$ cat src/rtl/bus_arbiter_pkg.sv
// Shared bus definitions: arbiter state encoding, master indices and counter width.
package bus_arbiter_pkg;

    typedef enum logic [1:0] {
        BUS_ARB_IDLE   = 2'd0,
        BUS_ARB_ACCESS = 2'd1,
        BUS_ARB_WAIT   = 2'd2,
        BUS_ARB_DONE   = 2'd3
    } bus_arb_state_e;

    localparam int unsigned MASTER_CPU    = 0;
    localparam int unsigned MASTER_VIDEO  = 1;

    // Read latency counter width; covers RD_LATENCY up to 15.
    localparam int unsigned BUS_ARB_CNT_W = 4;

endpackage

$ cat src/rtl/bus_arbiter_rr.sv
// Round-robin winner selection: first requester found scanning from last+1 upward, wrapping.
module rr_picker
    import bus_arbiter_pkg::*;
#(
    parameter  int unsigned N_MASTERS = 2,
    localparam int unsigned IW        = $clog2(N_MASTERS)
) (
    input  logic [N_MASTERS-1:0] req_i,
    input  logic [IW-1:0]        last_i,
    output logic [IW-1:0]        winner_o,
    output logic                 valid_o
);

    always_comb begin
        winner_o = '0;
        valid_o  = 1'b0;
        for (int unsigned k = 1; k <= N_MASTERS; k++) begin
            if (!valid_o && req_i[IW'((32'(last_i) + k) % N_MASTERS)]) begin
                winner_o = IW'((32'(last_i) + k) % N_MASTERS);
                valid_o  = 1'b1;
            end
        end
    end

endmodule

$ cat src/rtl/bus_arbiter.sv
// Shared-memory bus arbiter: round-robin grant, single-beat read/write per grant.
// Define BUS_ARB_PRIO0_EN to give master 0 (CPU) absolute priority over the rotating others.
module bus_arbiter
    import bus_arbiter_pkg::*;
#(
    parameter  int unsigned N_MASTERS  = 2,
    parameter  int unsigned AW         = 16,
    parameter  int unsigned DW         = 8,
    parameter  int unsigned RD_LATENCY = 1,
    localparam int unsigned IW         = $clog2(N_MASTERS)
) (
    input  logic                    sys_clk,
    input  logic                    reset_n,
    input  logic [N_MASTERS-1:0]    m_req,
    input  logic [N_MASTERS-1:0]    m_we,
    input  logic [N_MASTERS*AW-1:0] m_addr,
    input  logic [N_MASTERS*DW-1:0] m_wdata,
    output logic [N_MASTERS-1:0]    m_ack,
    output logic [DW-1:0]           m_rdata,
    output logic [AW-1:0]           mem_addr,
    output logic [DW-1:0]           mem_wdata,
    output logic                    mem_we,
    input  logic [DW-1:0]           mem_rdata,
    output logic [IW-1:0]           grant_id,
    output logic                    busy
);

    localparam int unsigned CW = BUS_ARB_CNT_W;

    bus_arb_state_e       state_q, state_d;
    logic [IW-1:0]        grant_q, grant_d;
    logic [IW-1:0]        last_q, last_d;
    logic                 we_q, we_d;
    logic [AW-1:0]        addr_q, addr_d;
    logic [DW-1:0]        wdata_q, wdata_d;
    logic                 mem_we_q, mem_we_d;
    logic [N_MASTERS-1:0] ack_q, ack_d;
    logic [DW-1:0]        rdata_q, rdata_d;
    logic [CW-1:0]        cnt_q, cnt_d;
    logic                 busy_q, busy_d;

    logic [AW-1:0]        addr_a  [N_MASTERS];
    logic [DW-1:0]        wdata_a [N_MASTERS];
    logic [IW-1:0]        pick;
    logic                 pick_valid;
    logic [IW-1:0]        rr_win;
    logic                 rr_valid;

    always_comb begin
        for (int unsigned i = 0; i < N_MASTERS; i++) begin
            addr_a[i]  = m_addr[i*AW +: AW];
            wdata_a[i] = m_wdata[i*DW +: DW];
        end
    end

`ifdef BUS_ARB_PRIO0_EN
    // Rotation among non-CPU masters resumes after the last non-CPU grant.
    logic [IW-1:0]        last_oth_q;
    logic [IW-1:0]        rr_last;
    logic [N_MASTERS-1:0] rr_req;

    always_comb begin
        rr_req             = m_req;
        rr_req[MASTER_CPU] = 1'b0;
    end

    assign rr_last = (last_q == IW'(MASTER_CPU)) ? last_oth_q : last_q;

    always_ff @(posedge sys_clk) begin
        if (!reset_n) begin
            last_oth_q <= IW'(N_MASTERS - 1);
        end else if (state_q == BUS_ARB_DONE && grant_q != IW'(MASTER_CPU)) begin
            last_oth_q <= grant_q;
        end
    end

    rr_picker #(.N_MASTERS(N_MASTERS)) u_picker (
        .req_i    (rr_req),
        .last_i   (rr_last),
        .winner_o (rr_win),
        .valid_o  (rr_valid)
    );

    assign pick_valid = m_req[MASTER_CPU] | rr_valid;
    assign pick       = m_req[MASTER_CPU] ? IW'(MASTER_CPU) : rr_win;
`else
    rr_picker #(.N_MASTERS(N_MASTERS)) u_picker (
        .req_i    (m_req),
        .last_i   (last_q),
        .winner_o (rr_win),
        .valid_o  (rr_valid)
    );

    assign pick_valid = rr_valid;
    assign pick       = rr_win;
`endif

    always_ff @(posedge sys_clk) begin
        if (!reset_n) begin
            state_q  <= BUS_ARB_IDLE;
            grant_q  <= '0;
            last_q   <= IW'(N_MASTERS - 1);
            we_q     <= 1'b0;
            addr_q   <= '0;
            wdata_q  <= '0;
            mem_we_q <= 1'b0;
            ack_q    <= '0;
            rdata_q  <= '0;
            cnt_q    <= '0;
            busy_q   <= 1'b0;
        end else begin
            state_q  <= state_d;
            grant_q  <= grant_d;
            last_q   <= last_d;
            we_q     <= we_d;
            addr_q   <= addr_d;
            wdata_q  <= wdata_d;
            mem_we_q <= mem_we_d;
            ack_q    <= ack_d;
            rdata_q  <= rdata_d;
            cnt_q    <= cnt_d;
            busy_q   <= busy_d;
        end
    end

    // Registered outputs are computed one state ahead so they line up with the state they belong to.
    always_comb begin
        state_d  = state_q;
        grant_d  = grant_q;
        last_d   = last_q;
        we_d     = we_q;
        addr_d   = addr_q;
        wdata_d  = wdata_q;
        mem_we_d = 1'b0;
        ack_d    = '0;
        rdata_d  = rdata_q;
        cnt_d    = cnt_q;

        case (state_q)
            BUS_ARB_IDLE: begin
                if (pick_valid) begin
                    state_d  = BUS_ARB_ACCESS;
                    grant_d  = pick;
                    we_d     = m_we[pick];
                    addr_d   = addr_a[pick];
                    wdata_d  = wdata_a[pick];
                    mem_we_d = m_we[pick];
                end
            end
            BUS_ARB_ACCESS: begin
                if (!m_req[grant_q]) begin
                    state_d = BUS_ARB_IDLE;
                end else if (we_q) begin
                    state_d        = BUS_ARB_DONE;
                    ack_d[grant_q] = 1'b1;
                end else begin
                    state_d = BUS_ARB_WAIT;
                    cnt_d   = CW'(RD_LATENCY);
                end
            end
            BUS_ARB_WAIT: begin
                if (!m_req[grant_q]) begin
                    state_d = BUS_ARB_IDLE;
                end else begin
                    cnt_d = cnt_q - CW'(1);
                    if (cnt_q == CW'(1)) begin
                        state_d        = BUS_ARB_DONE;
                        rdata_d        = mem_rdata;
                        ack_d[grant_q] = 1'b1;
                    end
                end
            end
            BUS_ARB_DONE: begin
                state_d = BUS_ARB_IDLE;
                last_d  = grant_q;
            end
            default: state_d = BUS_ARB_IDLE;
        endcase

        busy_d = (state_d != BUS_ARB_IDLE);
    end

    assign m_ack     = ack_q;
    assign m_rdata   = rdata_q;
    assign mem_addr  = addr_q;
    assign mem_wdata = wdata_q;
    assign mem_we    = mem_we_q;
    assign grant_id  = grant_q;
    assign busy      = busy_q;

endmodule
$ cat config.mk
export PLATFORM = sky130hd
export DESIGN_NAME = bus_arbiter
export DESIGN_NICKNAME = d
export VERILOG_FILES = /design/src/rtl/bus_arbiter_pkg.sv /design/src/rtl/bus_arbiter_rr.sv /design/src/rtl/bus_arbiter.sv
export SDC_FILE = /design/constraint.sdc
export NUM_CORES = 1
export LEC_CHECK = 0
export BUFFER_PORTS_ARGS = -buffer_cell sky130_fd_sc_hd__clkbuf_2
export CORE_AREA = 2 2 69 71
export CTS_CLUSTER_SIZE = 28
export DETAILED_ROUTE_END_ITERATION = 8
export DIE_AREA = 0 0 71 73
export PLACE_DENSITY = 0.79
export RECOVER_POWER = 50
export SYNTH_ARGS = -nofsm -noshare
export SYNTH_HDL_FRONTEND = slang
export SYNTH_SLANG_ARGS = --single-unit
$ cat constraint.sdc
create_clock -name sys_clk -period 4.8 [get_ports sys_clk]
set_clock_uncertainty 0.05 [all_clocks]
set_input_delay 0.48 -clock sys_clk [delete_from_list [all_inputs] [get_ports sys_clk]]
set_output_delay 0.48 -clock sys_clk [all_outputs]
set_load 0.02 [all_outputs]
# After elaboration in Yosys (flattened, before gate mapping)
# Index checks and enable logic that the tools add are counted.
# totals
rom_bits	0
n_memories	0
ramBits	0
latch_bits	0
wordCells	73
input_bits	62
reg_bits	45
# classes
shifts	0
n_mux	35
n_reduce_logical	10
div	0
bitwise	1
mul	0
n_eq_ne	7
addsub	3
magnitude_cmp	6
# ops
cell	count
16-bit 2-to-1 mux	3
8-bit 2-to-1 mux	3
2-bit 2-to-1 mux	8
1-bit 2-to-1 mux	14
4-bit 2-to-1 mux	3
1-bit by 2-bit < comparator with 1-bit output (second input constant)	4
2-bit one-hot mux with 4 select lines	1
4-bit one-hot mux with 2 select lines	1
2-bit != test (second input constant)	3
3-bit AND reduction	2
2-bit == test (second input constant)	2
4-bit by 1-bit == test with 1-bit output (second input constant)	1
2-bit one-hot mux with 2 select lines	1
4-bit AND reduction	1
2-bit nonzero test	2
4-bit by 1-bit subtractor with 4-bit output (second input constant)	1
1-bit adder (second input constant)	2
2-bit by 1-bit == test with 1-bit output (second input constant)	1
2-bit greater-or-equal comparator (second input constant)	1
1-bit logical AND	2
2-bit zero test	1
1-bit NOT with 2-bit output	1
2-bit AND reduction	1
1-bit demux with 1-bit select	1
2 further kinds	2

# Depth between registers and ports, before layout
# depth
word_depth	11
depth_mapped	7
depth_no_buf	6

# Hierarchy
# Synthesis repeated with hierarchy kept, for this count alone.
# hier_totals
hier_cells	219
area_unflattened_um2	2060.7
# by_module_without_submodules
mod	area_each_um2	n_inst	cells_per_inst
bus_arbiter	2047.0	1	217
rr_picker	13.8	1	2

# Least setup slack after synthesis
# Ideal clock, no wire load.
# synth_path
path_kind	register to register
start	reg state_q[0]
end	reg state_q[0]
synth_period_minus_slack_ns	1.557
setup_ns	0.115
path_slack_ns	3.243
stages_incl_launch_ff	7
arrival_time_ns	1.392
cell_sequence	dfxtp_1 -> inv_1 -> ha_1 -> nand4bb_1 -> a21boi_0 -> nor3_1 -> o21a_1
# synth_via
elab_chain_cells	3
word_cells_on_any_way	8
classes_between	eq/ne (3); mux (4); reduce/logical (1)
# synth_lines
item	line	text
from (decl)	bus_arbiter.sv:30	bus_arb_state_e state_q, state_d;
from (signal assigned)	bus_arbiter.sv:112	state_q <= state_d;
2-bit 2-to-1 mux	bus_arbiter.sv:166	if (cnt_q == CW'(1)) begin
2-bit 2-to-1 mux	bus_arbiter.sv:162	if (!m_req[grant_q]) begin
2-bit one-hot mux with 4 select lines *	bus_arbiter.sv:139	case (state_q)
# Every way passes the cells marked *; elsewhere a longest branch is shown, timed or not.
# A chain may end at the register's enable or synchronous reset.

==> impl_metrics.py <==
metrics = {
    "pwr": {
        "vdd_drop_max_uv": 201.7,
        "p_per_area_nw_per_um2": 335.2,
        "power_mw": 0.8999,
        "p_leak_nw": 1.309,
    },
    "synth": {
        "synth_top_area_share_pct": 42.38,
        "ys.flop_type": "dfxtp_1",
        "synth_nets": 278,
        "syn_inst": 210,
        "ys_types": 34,
        "yosysWarnings": 0,
        "async_flop_share_pct": 0,
        "synthesis.area_um2": 2126,
        "synth_top_cell_by_area": "dfxtp_1",
        "yosysMostFrequentCell": "dfxtp_1",
        "ys_top_cells_by_area": "dfxtp_1 (42%), mux2i_1 (16%), o211a_1 (12%)",
        "seq_area_frac_synth_pct": 42.38,
        "synth_common_cells": "dfxtp_1 (45), mux2i_1 (34), nand2_1 (33)",
        "postSynthRegisterBits": 45,
        "synth_edf_count": 0,
        "post_synth.cell_area_avg_um2": 10.12,
    },
    "route": {
        "drtAntennaViolNets": 0,
        "drt_iter0_markers": 46,
        "vias_per_cell": 5.073,
        "wl_per_cell_um": 12.50,
        "drc": 0,
        "drt-pass1-iter-count": 4,
        "wl_um": 4461,
        "vias": 1811,
    },
    "global_routing": {
        "gr-total-overflow": 0,
        "grt_pass1_wl_um": 7003,
        "grt_usage_pct": 17.01,
        "antenna_found_initial": 0,
        "grt_pass1_vias": 1710,
        "grt_max_degree": 53,
    },
    "floorplan": {
        "die_h_um": 73,
        "dieArea_um2": 5183,
        "core_area_um2": 4536,
        "fp.dieW_um": 71,
        "start_util_pct": 46.87,
        "io_pins": 99,
        "fp-row-count": 25,
    },
    "final_layout": {
        "diodes": 0,
        "final-seq-area_um2": 900.9,
        "stdcell_area_um2": 2685,
        "drive_gt1_share_pct": 24.09,
        "area_growth_pct": 26.31,
        "multiInputGateArea_um2": 1124,
        "finish.utilization_pct": 59.20,
        "nets": 370,
        "num-fill-cells": 415,
        "stdcell_count": 357,
    },
    "clock_tree": {
        "cts_resized": 0,
        "clk_latency_ps": 290,
        "cts.path.max_buffers": 2,
        "cts_tree": "built",
        "holdBufCountCts": 0,
        "cts.reportedPaths.clkPinSlew_ps": 80,
        "cts_setup_buffers": 0,
        "cts_inserted_buffers": 5,
        "cts_max_level": 2,
        "root_buffer": "clkbuf_8",
        "cts.sinks": 45,
    },
    "status": {
        "violations": "capacitance limit, slew limit",
        "status": "finished, violations left",
    },
    "placed_design": {
        "gp_congestion": 0.8183,
        "place_area_um2": 2613,
        "dp.cells": 349,
        "port_buffers": 98,
        "dpl_worst_slack_ps": 2548,
        "hpwl_um": 3231,
    },
    "sta": {
        "min_period_ps": 2125,
        "max_freq_mhz": 470.7,
        "worst_slack_ps": 2675,
        "drv_slew": 45,
        "timing.final.crit_share_pct": 44.26,
        "whs_ps": 391.6,
        "tns_ps": 0,
        "worst_slew_pin_slew_ps": 1690,
        "rsz0062_at_grt": "no",
        "setup_violations": 0,
        "slew_headroom_pct": -12.67,
        "hold_viol": 0,
    },
    "critical_path": {
        "crit_chain": "clkbuf_1, nand2_1, nor4b_1",
        "cp_max_fo": 44,
        "crit_family": "buffers and inverters",
        "slowest_delay_ps": 1200,
        "worstSetupEndpointType": "flip-flop",
        "path_class": "in2reg",
        "startpoint_type": "input pin",
        "required_ps": 4930,
        "crit_buf_inv": 1,
        "crit_arrival_ps": 2250,
        "critPathSlowestCell": "clkbuf_1",
    },
    "worst_hold_path": {
        "hold_class": "in2reg",
    },
    "flow_run": {
        "max-cap-violations": 1,
    },
}
flip-flops by register name, indices dropped and copies added, names as in the netlist:
signal / cells
m_ack: 2
cnt_q: 4
mem_we: 1
last_q: 1
state_q: 2
grant_id: 1
mem_wdata: 8
busy: 1
m_rdata: 8
mem_addr: 16
we_q: 1
logic make-up (layout without fill, tap and decap cells):
family / Yosys count / in the layout / synth area share, %
and+or+nand+nor: 60 / 60 / 13.95
DFF: 45 / 45 / 42.38
AOI/OAI and AO/OA: 44 / 44 / 18.36
muxes: 35 / 35 / 16.66
buffers and inverters: 20 / 113 / 5.120
adders and majority gates: 6 / 6 / 3.531
final timing paths:
kind / slack [ps] / depth (start not counted) / start / to
min: 390 / 3 / mem_rdata[2] / m_rdata[2]$_SDFFE_PN0P_
max: 2680 / 3 / reset_n / m_ack[0]$_SDFF_PN0_
min reg2reg: 440 / 2 / cnt_q[3]$_SDFFE_PN0P_ / cnt_q[3]$_SDFFE_PN0P_
max reg2reg: 2900 / 4 / last_q$_SDFFE_PN1N_ / we_q$_SDFFE_PN0P_
report_power, final:
| part | leakage, nW | total [mW] | internal, mW | switching, mW |
|---|---|---|---|---|
| combinational | 0.881 | 0.182 | 0.0757 | 0.107 |
| sequential | 0.370 | 0.421 | 0.403 | 0.0179 |
| clock | 0.0574 | 0.296 | 0.169 | 0.127 |
cell type report:
cell class | count | area share (%)
inverters | 6 | 0.8388
multi-input cells | 145 | 41.85
well taps | 54 | 2.516
flip-flops and latches | 45 | 33.55
repair buffers | 99 | 16.78
clock buffers | 6 | 3.075
clock inverters | 2 | 1.398
metal layers:
metal / part of all wire (%) / routed length (um) / vias up / global-route usage [%]
li1: - / - / 925 / -
met1: 43 / 1933 / 805 / 18.71
met2: 47 / 2082 / 77 / 28.76
met3: 8.9 / 399 / 4 / 6.354
met4: 1.0 / 46 / 0 / 8.805
met5: 0 / 0 / - / 0
cell usage in the layout, fill, tap and decap left out, types with 2 or more instances in the layout:
| cell type | n |
|---|---|
| clkbuf_2 | 60 |
| inv_1 | 6 |
| clkbuf_1 | 38 |
| o21a_1 | 4 |
| nor2b_1 | 8 |
| ha_1 | 6 |
| nand3b_1 | 2 |
| nand2b_1 | 2 |
| nand2_1 | 33 |
| nor3_1 | 5 |
| dfxtp_1 | 45 |
| a21oi_1 | 2 |
| a21boi_0 | 3 |
| clkbuf_8 | 6 |
| or2b_1 | 2 |
| nor2_1 | 3 |
| o21ai_0 | 2 |
| o211a_1 | 25 |
| mux2i_1 | 34 |
worst min-delay path: cells and delay by family:
kind	cells	cell delay [ps]
buf+inv	1	70
simple gates	1	90
mux	1	50
Power figures use the tool's default switching activity.
